## config.mk

```make
export PLATFORM = sky130hd
export DESIGN_NAME = pgm_fifo_rd_stream_v1_0
export DESIGN_NICKNAME = d
export VERILOG_FILES = /design/src/rtl/pgm_fifo_rd_stream_v1_0.sv
export SDC_FILE = /design/constraint.sdc
export NUM_CORES = 1
export LEC_CHECK = 0
export BUFFER_PORTS_ARGS = -buffer_cell sky130_fd_sc_hd__buf_2
export CAP_MARGIN = 30
export CORE_ASPECT_RATIO = 1.1
export CORE_MARGIN = 10
export CORE_UTILIZATION = 50
export CTS_CLUSTER_SIZE = 40
export DETAILED_ROUTE_END_ITERATION = 6
export PLACE_DENSITY = 0.73
export SLEW_MARGIN = 40
export SYNTH_ARGS = -nofsm -noshare
export SYNTH_HDL_FRONTEND = slang
export SYNTH_SLANG_ARGS = --single-unit
export TNS_END_PERCENT = 10
```

## constraint.sdc

```tcl
create_clock -name rclk -period 1.9 [get_ports rclk]
set_input_delay 0.19 -clock rclk [delete_from_list [all_inputs] [get_ports rclk]]
set_output_delay 0.19 -clock rclk [all_outputs]
set_load 0.01 [all_outputs]
```

## src/rtl/pgm_fifo_rd_stream_v1_0.sv

```systemverilog
// Read-side streaming engine: issues reads to the FIFO controller, captures RAM data after a
// fixed latency into a small prefetch buffer, and presents it as a valid/ready stream.
//   state    | meaning
//   ST_RUN   | issuing reads, capturing returns, streaming the buffer head
//   ST_FLUSH | buffer cleared; returning in-flight words are dropped until the valid pipe drains
module pgm_fifo_rd_stream_v1_0 #(
    parameter int c_DATA_WIDTH = 8,
    parameter int c_LAST_BIT   = 7,
    parameter int c_RD_LATENCY = 1,
    parameter int c_PF_DEPTH   = 4
) (
    input  logic                    rclk,
    input  logic                    rrst,
    input  logic                    rempty,
    output logic                    r_en,
    input  logic [c_DATA_WIDTH-1:0] rdata,
    input  logic                    flush,
    output logic [c_DATA_WIDTH-1:0] m_tdata,
    output logic                    m_tlast,
    output logic                    m_tvalid,
    input  logic                    m_tready,
    output logic [15:0]             frame_cnt,
    output logic                    busy
);

    localparam int PTR_W = $clog2(c_PF_DEPTH);
    localparam int CNT_W = PTR_W + 1;

    typedef enum logic [0:0] {
        ST_RUN   = 1'b0,
        ST_FLUSH = 1'b1
    } state_t;

    state_t                  state_q, state_d;
    logic [c_RD_LATENCY-1:0] vpipe_q, vpipe_d;
    logic [CNT_W-1:0]        occ_q, occ_d;
    logic [PTR_W-1:0]        wr_ptr_q, wr_ptr_d;
    logic [PTR_W-1:0]        rd_ptr_q, rd_ptr_d;
    logic [15:0]             frame_cnt_q, frame_cnt_d;
    logic [c_DATA_WIDTH-1:0] mem_q [c_PF_DEPTH];

    logic [CNT_W-1:0]        inflight;
    logic [CNT_W:0]          committed;
    logic                    room;
    logic                    vpipe_out;
    logic                    wr_en;
    logic                    hs;
    logic [c_DATA_WIDTH-1:0] head;

    always_comb begin
        inflight = '0;
        for (int i = 0; i < c_RD_LATENCY; i++) begin
            inflight = inflight + CNT_W'(vpipe_q[i]);
        end
    end

    // Issue gating keeps occ + inflight within the buffer, so the pointers can never overrun.
    assign committed = {1'b0, occ_q} + {1'b0, inflight};
    assign room      = committed < (CNT_W + 1)'(c_PF_DEPTH);
    assign r_en      = !rrst && (state_q == ST_RUN) && !flush && !rempty && room;

    assign vpipe_out = vpipe_q[c_RD_LATENCY-1];
    assign head      = mem_q[rd_ptr_q];
    assign m_tvalid  = (occ_q != '0) && (state_q == ST_RUN);
    assign m_tdata   = m_tvalid ? head : '0;
    assign m_tlast   = m_tdata[c_LAST_BIT];
    assign frame_cnt = frame_cnt_q;
    assign busy      = (state_q == ST_FLUSH);

    always_comb begin
        vpipe_d[0] = r_en;
        for (int i = 1; i < c_RD_LATENCY; i++) begin
            vpipe_d[i] = vpipe_q[i-1];
        end
    end

    always_comb begin
        state_d     = state_q;
        occ_d       = occ_q;
        wr_ptr_d    = wr_ptr_q;
        rd_ptr_d    = rd_ptr_q;
        frame_cnt_d = frame_cnt_q;
        wr_en       = 1'b0;
        hs          = 1'b0;
        case (state_q)
            ST_RUN: begin
                if (flush) begin
                    // Flush wins over a coincident capture or handshake.
                    state_d  = ST_FLUSH;
                    occ_d    = '0;
                    rd_ptr_d = wr_ptr_q;
                end else begin
                    wr_en = vpipe_out;
                    hs    = m_tvalid && m_tready;
                    if (wr_en) begin
                        wr_ptr_d = wr_ptr_q + PTR_W'(1);
                    end
                    if (hs) begin
                        rd_ptr_d = rd_ptr_q + PTR_W'(1);
                        if (m_tlast) begin
                            frame_cnt_d = frame_cnt_q + 16'd1;
                        end
                    end
                    occ_d = occ_q + CNT_W'(wr_en) - CNT_W'(hs);
                end
            end
            ST_FLUSH: begin
                if (vpipe_q == '0) begin
                    state_d = ST_RUN;
                end
            end
            default: state_d = ST_RUN;
        endcase
    end

    always_ff @(posedge rclk) begin
        if (rrst) begin
            state_q     <= ST_RUN;
            vpipe_q     <= '0;
            occ_q       <= '0;
            wr_ptr_q    <= '0;
            rd_ptr_q    <= '0;
            frame_cnt_q <= '0;
        end else begin
            state_q     <= state_d;
            vpipe_q     <= vpipe_d;
            occ_q       <= occ_d;
            wr_ptr_q    <= wr_ptr_d;
            rd_ptr_q    <= rd_ptr_d;
            frame_cnt_q <= frame_cnt_d;
        end
    end

    always_ff @(posedge rclk) begin
        if (!rrst && wr_en) begin
            mem_q[wr_ptr_q] <= rdata;
        end
    end

endmodule

```

==> reports/results.ini, run 1 <==
[pwr]
p_per_area_mw_per_mm2=798.1
power_w=0.002538
irDropWorstVdd_uv=458.0
p_leak_nw=1.245

[logic_synthesis]
syn_avg_cell_area_um2=12.37
yosys_warnings=0
netlist.area_leader.share_pct=36.82
netlist_area_mm2=0.002610
ys_dominant_reg_cell=edfxtp_1
async_flop_share_pct=0
ys_seq_area_share_pct=57.53
synth.net_count=232
netlist-cell-type-count=42
synth_edf_count=32
synthTopCellsByArea=edfxtp_1 (37%), dfxtp_1 (21%), mux4_2 (6.9%)
syn_inst=211
yosys.area.top_type=edfxtp_1
yosys_register_bits=59

[sta]
worst-slew-pin-transition_ns=0.4851
layout_worst_path_cycle_share_pct=105.5
rsz0062_at_grt=yes
setup_slack_ns=-0.1051
setup_viol=3
fin_skew_ns=0.008724
finalHoldViolCount=0
max_clock_freq_mhz=498.7
slew_violations=0
relSlewSlack_pct=67.20
finalCriticalPeriod_ns=2.005
whs_ns=0.04866

[routing]
drt_pre_antenna_iters=4
avgRoutedWirePerCell_um=16.43
route.detailed.drc=0
wirelength_um=5423
via_per_inst=5.515
drt-initial-drc-count=125
ant_nets=0
vias=1820

[layout]
final_common_cell=buf_2
diodes=0
layout.cells.most_common_list=buf_2 (40), edfxtp_1 (32), dfxtp_1 (25)
syn_to_final_growth_pct=21.81
drive_gt1_share_pct=31.99
nets=288
instances_no_fill=330

[clocking]
cts_buffer_depth=2
clock-sinks=59
hold_buffers=0
clock_latency_ns=0.32
cts.clk_slew.worst_paths_ns=0.06
htree_levels=3
root_buffer=clkbuf_8
cts_tree=yes
numCtsBuffers=9

[placement]
hpwlAfterDp_um=3784
routabilityCongestion=0.8165
dp_cells=314
port_buffers=40

[worst_hold_path]
min_path_type=input pin to flip-flop

[die]
die_y_um=95.78
start_util_pct=51.85
fp-row-count=27
core_region_area_mm2=0.005034
fp.dieArea_mm2=0.008513
die-width_um=88.89
ios=41

[global_route]
grt_pass1_wl_um=8666
grt_pass1_vias=1887
overflow=0
antenna_found_initial=0
grt_max_degree=27
track_usage_pct=13.26

[status]
status=finished, violations left
violations=negative setup slack

[setup_path]
critPathRequiredTime_ns=2.10
crit_type=flip-flop to flip-flop
startpoint_type=flip-flop
end_kind=flip-flop
critPathMaxFanout=2
crit_arrival_ns=2.21

[flow_run]
cap_violations=0

[final cells by class]
type | instances | area (um2)
Clock buffer | 13 | 138.9
Fill cell | 399 | 1854
Tap cell | 58 | 72.57
Clock inverter | 3 | 38.79
Sequential cell | 59 | 1504
Multi-Input combinational cell | 135 | 1082
Inverter | 7 | 26.28
Timing Repair Buffer | 55 | 316.6
[worst paths after layout]
path / startpoint / to / slack (ns) / depth (start not counted)
worst min-delay path: rempty / vpipe_out$_SDFF_PP0_ / 0.05 / 2
worst max register to register: occ_q[1]$_SDFFE_PP0N_ / occ_q[1]$_SDFFE_PP0N_ / -0.11 / 9
worst min register to register: frame_cnt[14]$_SDFFE_PP0P_ / frame_cnt[14]$_SDFFE_PP0P_ / 0.50 / 2
worst max-delay path: occ_q[1]$_SDFFE_PP0N_ / occ_q[1]$_SDFFE_PP0N_ / -0.11 / 9
[metrics by stage]
stage               instance area, um2  setup WS, ns  setup TNS [ns]  util, %
floorplan                         2618       -0.1531         -0.2747        -
finish                            3179       -0.1051         -0.1649    63.16
CTS                               3149      -0.03344        -0.07631    62.57
global placement                  2949      -0.02806        -0.02806    58.59
detailed placement                2949      -0.04851        -0.07419    58.59
global route                      3179       -0.1951         -0.5109    63.16
[cell families (layout without fill, tap and decap cells)]
| logic type | count (synthesis) | after routing | synth area share [%] |
|---|---|---|---|
| DFF | 59 | 59 | 57.53 |
| xor gates and xnor gates | 7 | 7 | 2.349 |
| adders and majority gates | 8 | 8 | 4.123 |
| and+or+nand+nor | 73 | 73 | 17.21 |
| buffers and inverters | 17 | 78 | 2.828 |
| muxes | 9 | 9 | 7.287 |
| AOI/OAI and AO/OA | 38 | 38 | 8.677 |
[sequential cells by signal (all words and copies together) (netlist names), named ones only]
register   cells
vpipe_out      1
frame_cnt     16
occ_q          3
wr_ptr_q       2
mem_q         32
rd_ptr_q       2
busy           1
[routing by layer]
layer / up-vias / global-route usage (%) / share of wire [%]
met2: 34 / 21.54 / 51
met5: - / 0 / 0
met3: 9 / 4.396 / 5.4
met1: 871 / 15.31 / 42
met4: 0 / 6.739 / 2.0
li1: 906 / - / -
[power breakdown]
part | internal [W] | switching [W]
clock | 0.000601 | 0.000440
combinational | 0.0000618 | 0.0000751
sequential | 0.00135 | 0.00000711
[cells in the mapped netlist, drive strengths merged, types with 2 or more instances]
master / instances
a21oi: 19
and2: 4
and4: 2
buf: 3
clkbuf: 7
dfxtp: 27
edfxtp: 32
ha: 7
inv: 7
mux4: 8
nand2: 8
nand2b: 2
nand3: 7
nand4: 6
nor2: 11
nor2b: 8
nor4bb: 3
o21ai: 8
o31ai: 5
or3: 8
or4: 5
xnor2: 4
xor2: 3
[worst max-delay path: stages, from the launching register on]
cell and delay [ns]:
dfxtp_2 0.32, or3_4 0.40, nand2_4 0.08, xnor2_2 0.12, ha_2 0.20, inv_2 0.03, fa_2 0.51, nor3_1 0.05
a21oi_1 0.12, nor2_1 0.05
[what timing repair did]
action / in CTS / in global routing
gates resized for setup: 6 / 8
setup endpoints to repair: 13 / 15
hold endpoints to repair: 0 / 0
setup buffers: 0 / 0
pin swaps: 0 / 5
Note: power is estimated with default switching activity, not from simulation.
==> run 2: changes to the inputs <==
Settings changed: PLACE_DENSITY 0.73 to 0.83.
==> run 2 against run 1 <==
  * The flow still finishes with violations (negative setup slack)
  * Total power fell by 6.4%
  * Clock power is 16% lower
  * Global-route usage shrank 0.59 points
  * Utilization decreased by 0.55 points
  * Final cell count did not move
  * Wire length shrank 4.7%
  * Combinational power about the same
  * Largest cell class unchanged
  * Largest power group unchanged
  * Highest routed layer unchanged
==> reports/results.ini, run 2 (synthesized netlist as in run 1, its figures left out) <==
[sta]
relSlewSlack_pct=64.99
finalHoldViolCount=0
setup_slack_ns=-0.1117
slew_violations=0
setup_viol=2
max_clock_freq_mhz=497.1
layout_worst_path_cycle_share_pct=105.9
finalCriticalPeriod_ns=2.012
fin_skew_ns=0.006058
worst-slew-pin-transition_ns=0.5178
rsz0062_at_grt=yes

[flow_run]
cap_violations=0

[routing]
met1_length_um=2143
met3_length_um=343
wirelength_um=5168
via_per_inst=5.539
routed.top_layer=met4
avgRoutedWirePerCell_um=15.66
vias=1828
route.detailed.drc=0
drt_pre_antenna_iters=4
wl_met2_um=2601
drt-initial-drc-count=87
ant_nets=0

[pwr]
p_per_area_mw_per_mm2=753.8
p_leak_nw=1.225
power_w=0.002376
irDropWorstVdd_uv=484.6

[layout]
layout.cells.most_common_list=buf_2 (40), edfxtp_1 (32), dfxtp_1 (25)
largest_register=mem_q
final_common_cell=buf_2
largest_reg_flops=32
nets=288
final_area_mm2=0.003152
drive_gt1_share_pct=31.25
syn_to_final_growth_pct=20.76
instances_no_fill=330
fin_util_pct=62.61
diodes=0

[placement]
place_area_mm2=0.002942
dp_cells=313
routabilityCongestion=0.7976
port_buffers=40
hpwlAfterDp_um=3742

[setup_path]
critPathRequiredTime_ns=2.09
startpoint_type=flip-flop
end_kind=flip-flop
critPathMaxFanout=2
crit_type=flip-flop to flip-flop
crit_path_start=occ_q[1]$_SDFFE_PP0N_
r2r_start=occ_q[1]$_SDFFE_PP0N_
crit_arrival_ns=2.21

[die]
core_region_area_mm2=0.005034
fp.dieArea_mm2=0.008513
fp-row-count=27
die_y_um=95.78
ios=41
die-width_um=88.89
start_util_pct=51.85

[worst_hold_path]
worstHoldStart=rempty
min_path_type=input pin to flip-flop

[clocking]
cts.clk_slew.worst_paths_ns=0.06
htree_levels=3
clock_latency_ns=0.32
cts_tree=yes
hold_buffers=0
clock-sinks=59
root_buffer=clkbuf_8
numCtsBuffers=9
cts_buffer_depth=2

[global_route]
grt_pass1_wl_um=8135
grt_pass1_vias=1756
track_usage_pct=12.67
antenna_found_initial=0
grt_max_degree=27
overflow=0

[status]
status=finished, violations left
violations=negative setup slack

==> run 2: worst max-delay path: stages, from the launching register on <==
cell	delay, ns
dfxtp_2	0.31
or3_4	0.40
nand2_4	0.08
xnor2_2	0.10
ha_2	0.19
inv_2	0.04
fa_2	0.52
nor3_1	0.05
a21oi_1	0.13
nor2_1	0.06
==> run 2: power by group <==
part | switching (W) | internal, W
sequential | 0.00000721 | 0.00135
combinational | 0.0000745 | 0.0000630
clock | 0.000404 | 0.000473
total | 0.000486 | 0.00189
==> run 2: cell type report <==
cell class | count | area [um2]
Fill cell | 382 | 1882
Sequential cell | 59 | 1504
Multi-Input combinational cell | 135 | 1081
Timing Repair Buffer | 55 | 316.6
Clock buffer | 15 | 146.4
Tap cell | 58 | 72.57
Inverter | 7 | 26.28
Clock inverter | 1 | 5.005
==> run 2: metrics by stage <==
| stage | hold slack, ns | worst slack [ns] | setup TNS, ns |
|---|---|---|---|
| global route | 0.01677 | -0.1880 | -2.243 |
| finish | 0.04179 | -0.1117 | -0.1128 |
| detailed placement | 0.3718 | -0.08451 | -0.1557 |
| floorplan | 0.2675 | -0.1531 | -0.2747 |
| global placement | 0.3733 | -0.01751 | -0.01751 |
| CTS | 0.02540 | -0.06650 | -0.1196 |
==> run 2: path summary, 6_finish.rpt <==
check | slack, ns | to | cells after the start
setup reg to reg | -0.11 | occ_q[1]$_SDFFE_PP0N_ | 9
hold / removal | 0.04 | vpipe_out$_SDFF_PP0_ | 2
hold reg to reg | 0.48 | frame_cnt[15]$_SDFFE_PP0P_ | 2
setup / recovery | -0.11 | occ_q[1]$_SDFFE_PP0N_ | 9
==> run 2: per-layer routing <==
layer | GRT usage [%] | up-vias
met5 | 0 | -
met4 | 5.795 | 0
met3 | 5.325 | 6
met2 | 20.56 | 43
met1 | 14.20 | 868
li1 | - | 911
==> run 2: what timing repair did <==
| item | 4_1_cts | 5_1_grt |
|---|---|---|
| gates resized for setup | 6 | 7 |
| setup buffers | 0 | 1 |
| pin swaps | 0 | 3 |
| endpoints found under the setup margin | 13 | 36 |
==> run 3: changes to the inputs <==
Settings changed: CORE_UTILIZATION 50 to 35, PLACE_DENSITY 0.83 to 0.62.
==> run 3 against run 2 <==
  * The flow still finishes with violations (negative setup slack)
  * Sequential share of layout area fell by 2.4 points
  * Setup slack improved by 0.035 ns
  * Register-to-register slack improved by 0.04 ns
  * Global-route usage fell by 2.5 points
  * Largest power group unchanged
  * Highest routed layer unchanged
==> reports/results.ini, run 3 (synthesized netlist as in run 1, its figures left out) <==
[setup_path]
crit_family=adder cells
cpPeakStageDelay_ns=0.40
crit_chain=or3_4 > nand2_4 > xnor2_1 > ha_2 > inv_1 > fa_1 > xor2_1 > a22oi_1 > nor2_1
cp.depth=9
end_kind=flip-flop
worst_r2r_path_depth=9
crit_arrival_ns=2.19
startpoint_type=flip-flop
crit_path_top_delay_cell=or3_4
critPathRequiredTime_ns=2.11
critPathMaxFanout=2
crit_type=flip-flop to flip-flop
crit_buf_inv=1

[flow_run]
cap_violations=0

[clocking]
root_buffer=clkbuf_8
cts.clk_slew.worst_paths_ns=0.06
clock_latency_ns=0.34
numCtsBuffers=9
cts_buffer_depth=2
cts_setup_buffers=0
hold_buffers=0
cts_tree=yes
clock-sinks=59
htree_levels=3

[global_route]
track_usage_pct=10.22
grt_pass1_wl_um=9135
grt_pass1_vias=1839
grt_max_degree=27
overflow=0
antenna_found_initial=0

[status]
status=finished, violations left
violations=negative setup slack

[sta]
max_clock_freq_mhz=505.9
slew_violations=0
worst-slew-pin-transition_ns=0.4551
finalHoldViolCount=0
rsz0062_at_grt=yes
setup_viol=3
finalCriticalPeriod_ns=1.977
relSlewSlack_pct=69.23
setup_slack_ns=-0.07666
fin_skew_ns=0.008760
layout_worst_path_cycle_share_pct=104.0

[placement]
hpwlAfterDp_um=3907
dp_cells=345
routabilityCongestion=0.7635
port_buffers=40

[layout]
syn_to_final_growth_pct=27.23
final_common_cell=buf_2
multi_input_area_mm2=0.001081
drive_gt1_share_pct=32.97
diodes=0
layout.cells.most_common_list=buf_2 (40), edfxtp_1 (32), dfxtp_1 (25)
register_area_mm2=0.001504
largest_register=mem_q
n_fill_cell=659
largest_reg_flops=32
nets=292
instances_no_fill=361

[die]
die-width_um=102.3
fp-row-count=32
core_region_area_mm2=0.007127
start_util_pct=36.62
ios=41
fp.dieArea_mm2=0.01132
die_y_um=110.6

[worst_hold_path]
min_path_type=input pin to flip-flop
hold_depth=2

[routing]
vias=1872
ant_nets=0
wirelength_um=5469
via_per_inst=5.186
drt_pre_antenna_iters=4
drt-initial-drc-count=95
route.detailed.drc=0
avgRoutedWirePerCell_um=15.15

[pwr]
switchingPower_w=0.0005543
p_int_w=0.002278
clock_power_share_pct=47.1
irDropWorstVdd_uv=362.4
p_seq_share_pct=48.0
combPwrFrac_pct=4.9
power_w=0.002832
p_leak_nw=1.293
p_per_area_mw_per_mm2=852.9
switching_share_pct=19.57

==> run 3: changes by cell type in the layout (fill, tap and decap cells not counted), sizes merged <==
cell	previous run	this run
buf	55	59
bufinv	0	3
clkbuf	15	10
clkinv	1	3
==> run 3: cell type report <==
cell class | count | area share [%]
multi-input combinational | 135 | 32.55
timing repair buffer | 59 | 11.19
tap | 85 | 3.203
inverter | 7 | 0.7913
clock inverter | 6 | 3.127
clock buffer | 10 | 3.843
sequential | 59 | 45.29
==> run 3: stage by stage <==
stage	cell area [um2]	hold slack, ns	utilization, %	setup slack (ns)	setup TNS [ns]
floorplan	2618	0.2675	-	-0.1531	-0.2747
global placement	3038	0.3709	42.63	-0.03844	-0.04406
detailed placement	3038	0.3787	42.63	-0.05131	-0.07228
CTS	3287	0.01055	46.12	-0.05526	-0.1299
global route	3321	0.03415	46.59	-0.1606	-0.5136
finish	3321	0.03202	46.59	-0.07666	-0.1920
==> run 3: power by group through the flow <==
stage / Sequential (W) / Clock [W] / Combinational, W
after CTS: 0.00136 / 0.00137 / 0.000137
after floorplan: 0.00139 / 0 / 0.0000775
after global routing: 0.00136 / 0.00143 / 0.000156
after global placement: 0.00139 / 0 / 0.000133
final: 0.00136 / 0.00133 / 0.000140
after detailed placement: 0.00139 / 0 / 0.000135
==> run 3: layer usage <==
| metal | routed length, um | up-vias | track usage [%] |
|---|---|---|---|
| met3 | 287 | 9 | 3.549 |
| met2 | 2553 | 54 | 15.27 |
| met4 | 107 | 0 | 5.337 |
| li1 | - | 921 | - |
| met5 | 0 | - | 0 |
| met1 | 2520 | 888 | 12.56 |
==> run 3: path summary, 6_finish.rpt <==
kind	from	to	slack, ns
worst min-delay path	rempty	vpipe_out$_SDFF_PP0_	0.03
worst min register to register	frame_cnt[15]$_SDFFE_PP0P_	frame_cnt[15]$_SDFFE_PP0P_	0.49
worst max register to register	occ_q[2]$_SDFFE_PP0N_	occ_q[2]$_SDFFE_PP0N_	-0.08
worst max-delay path	occ_q[2]$_SDFFE_PP0N_	occ_q[2]$_SDFFE_PP0N_	-0.08
==> run 3: what timing repair did <==
action,CTS,global route
gates resized for setup,5,7
setup endpoints to repair,13,17
endpoints found under the hold margin,0,0
pin swaps,0,4
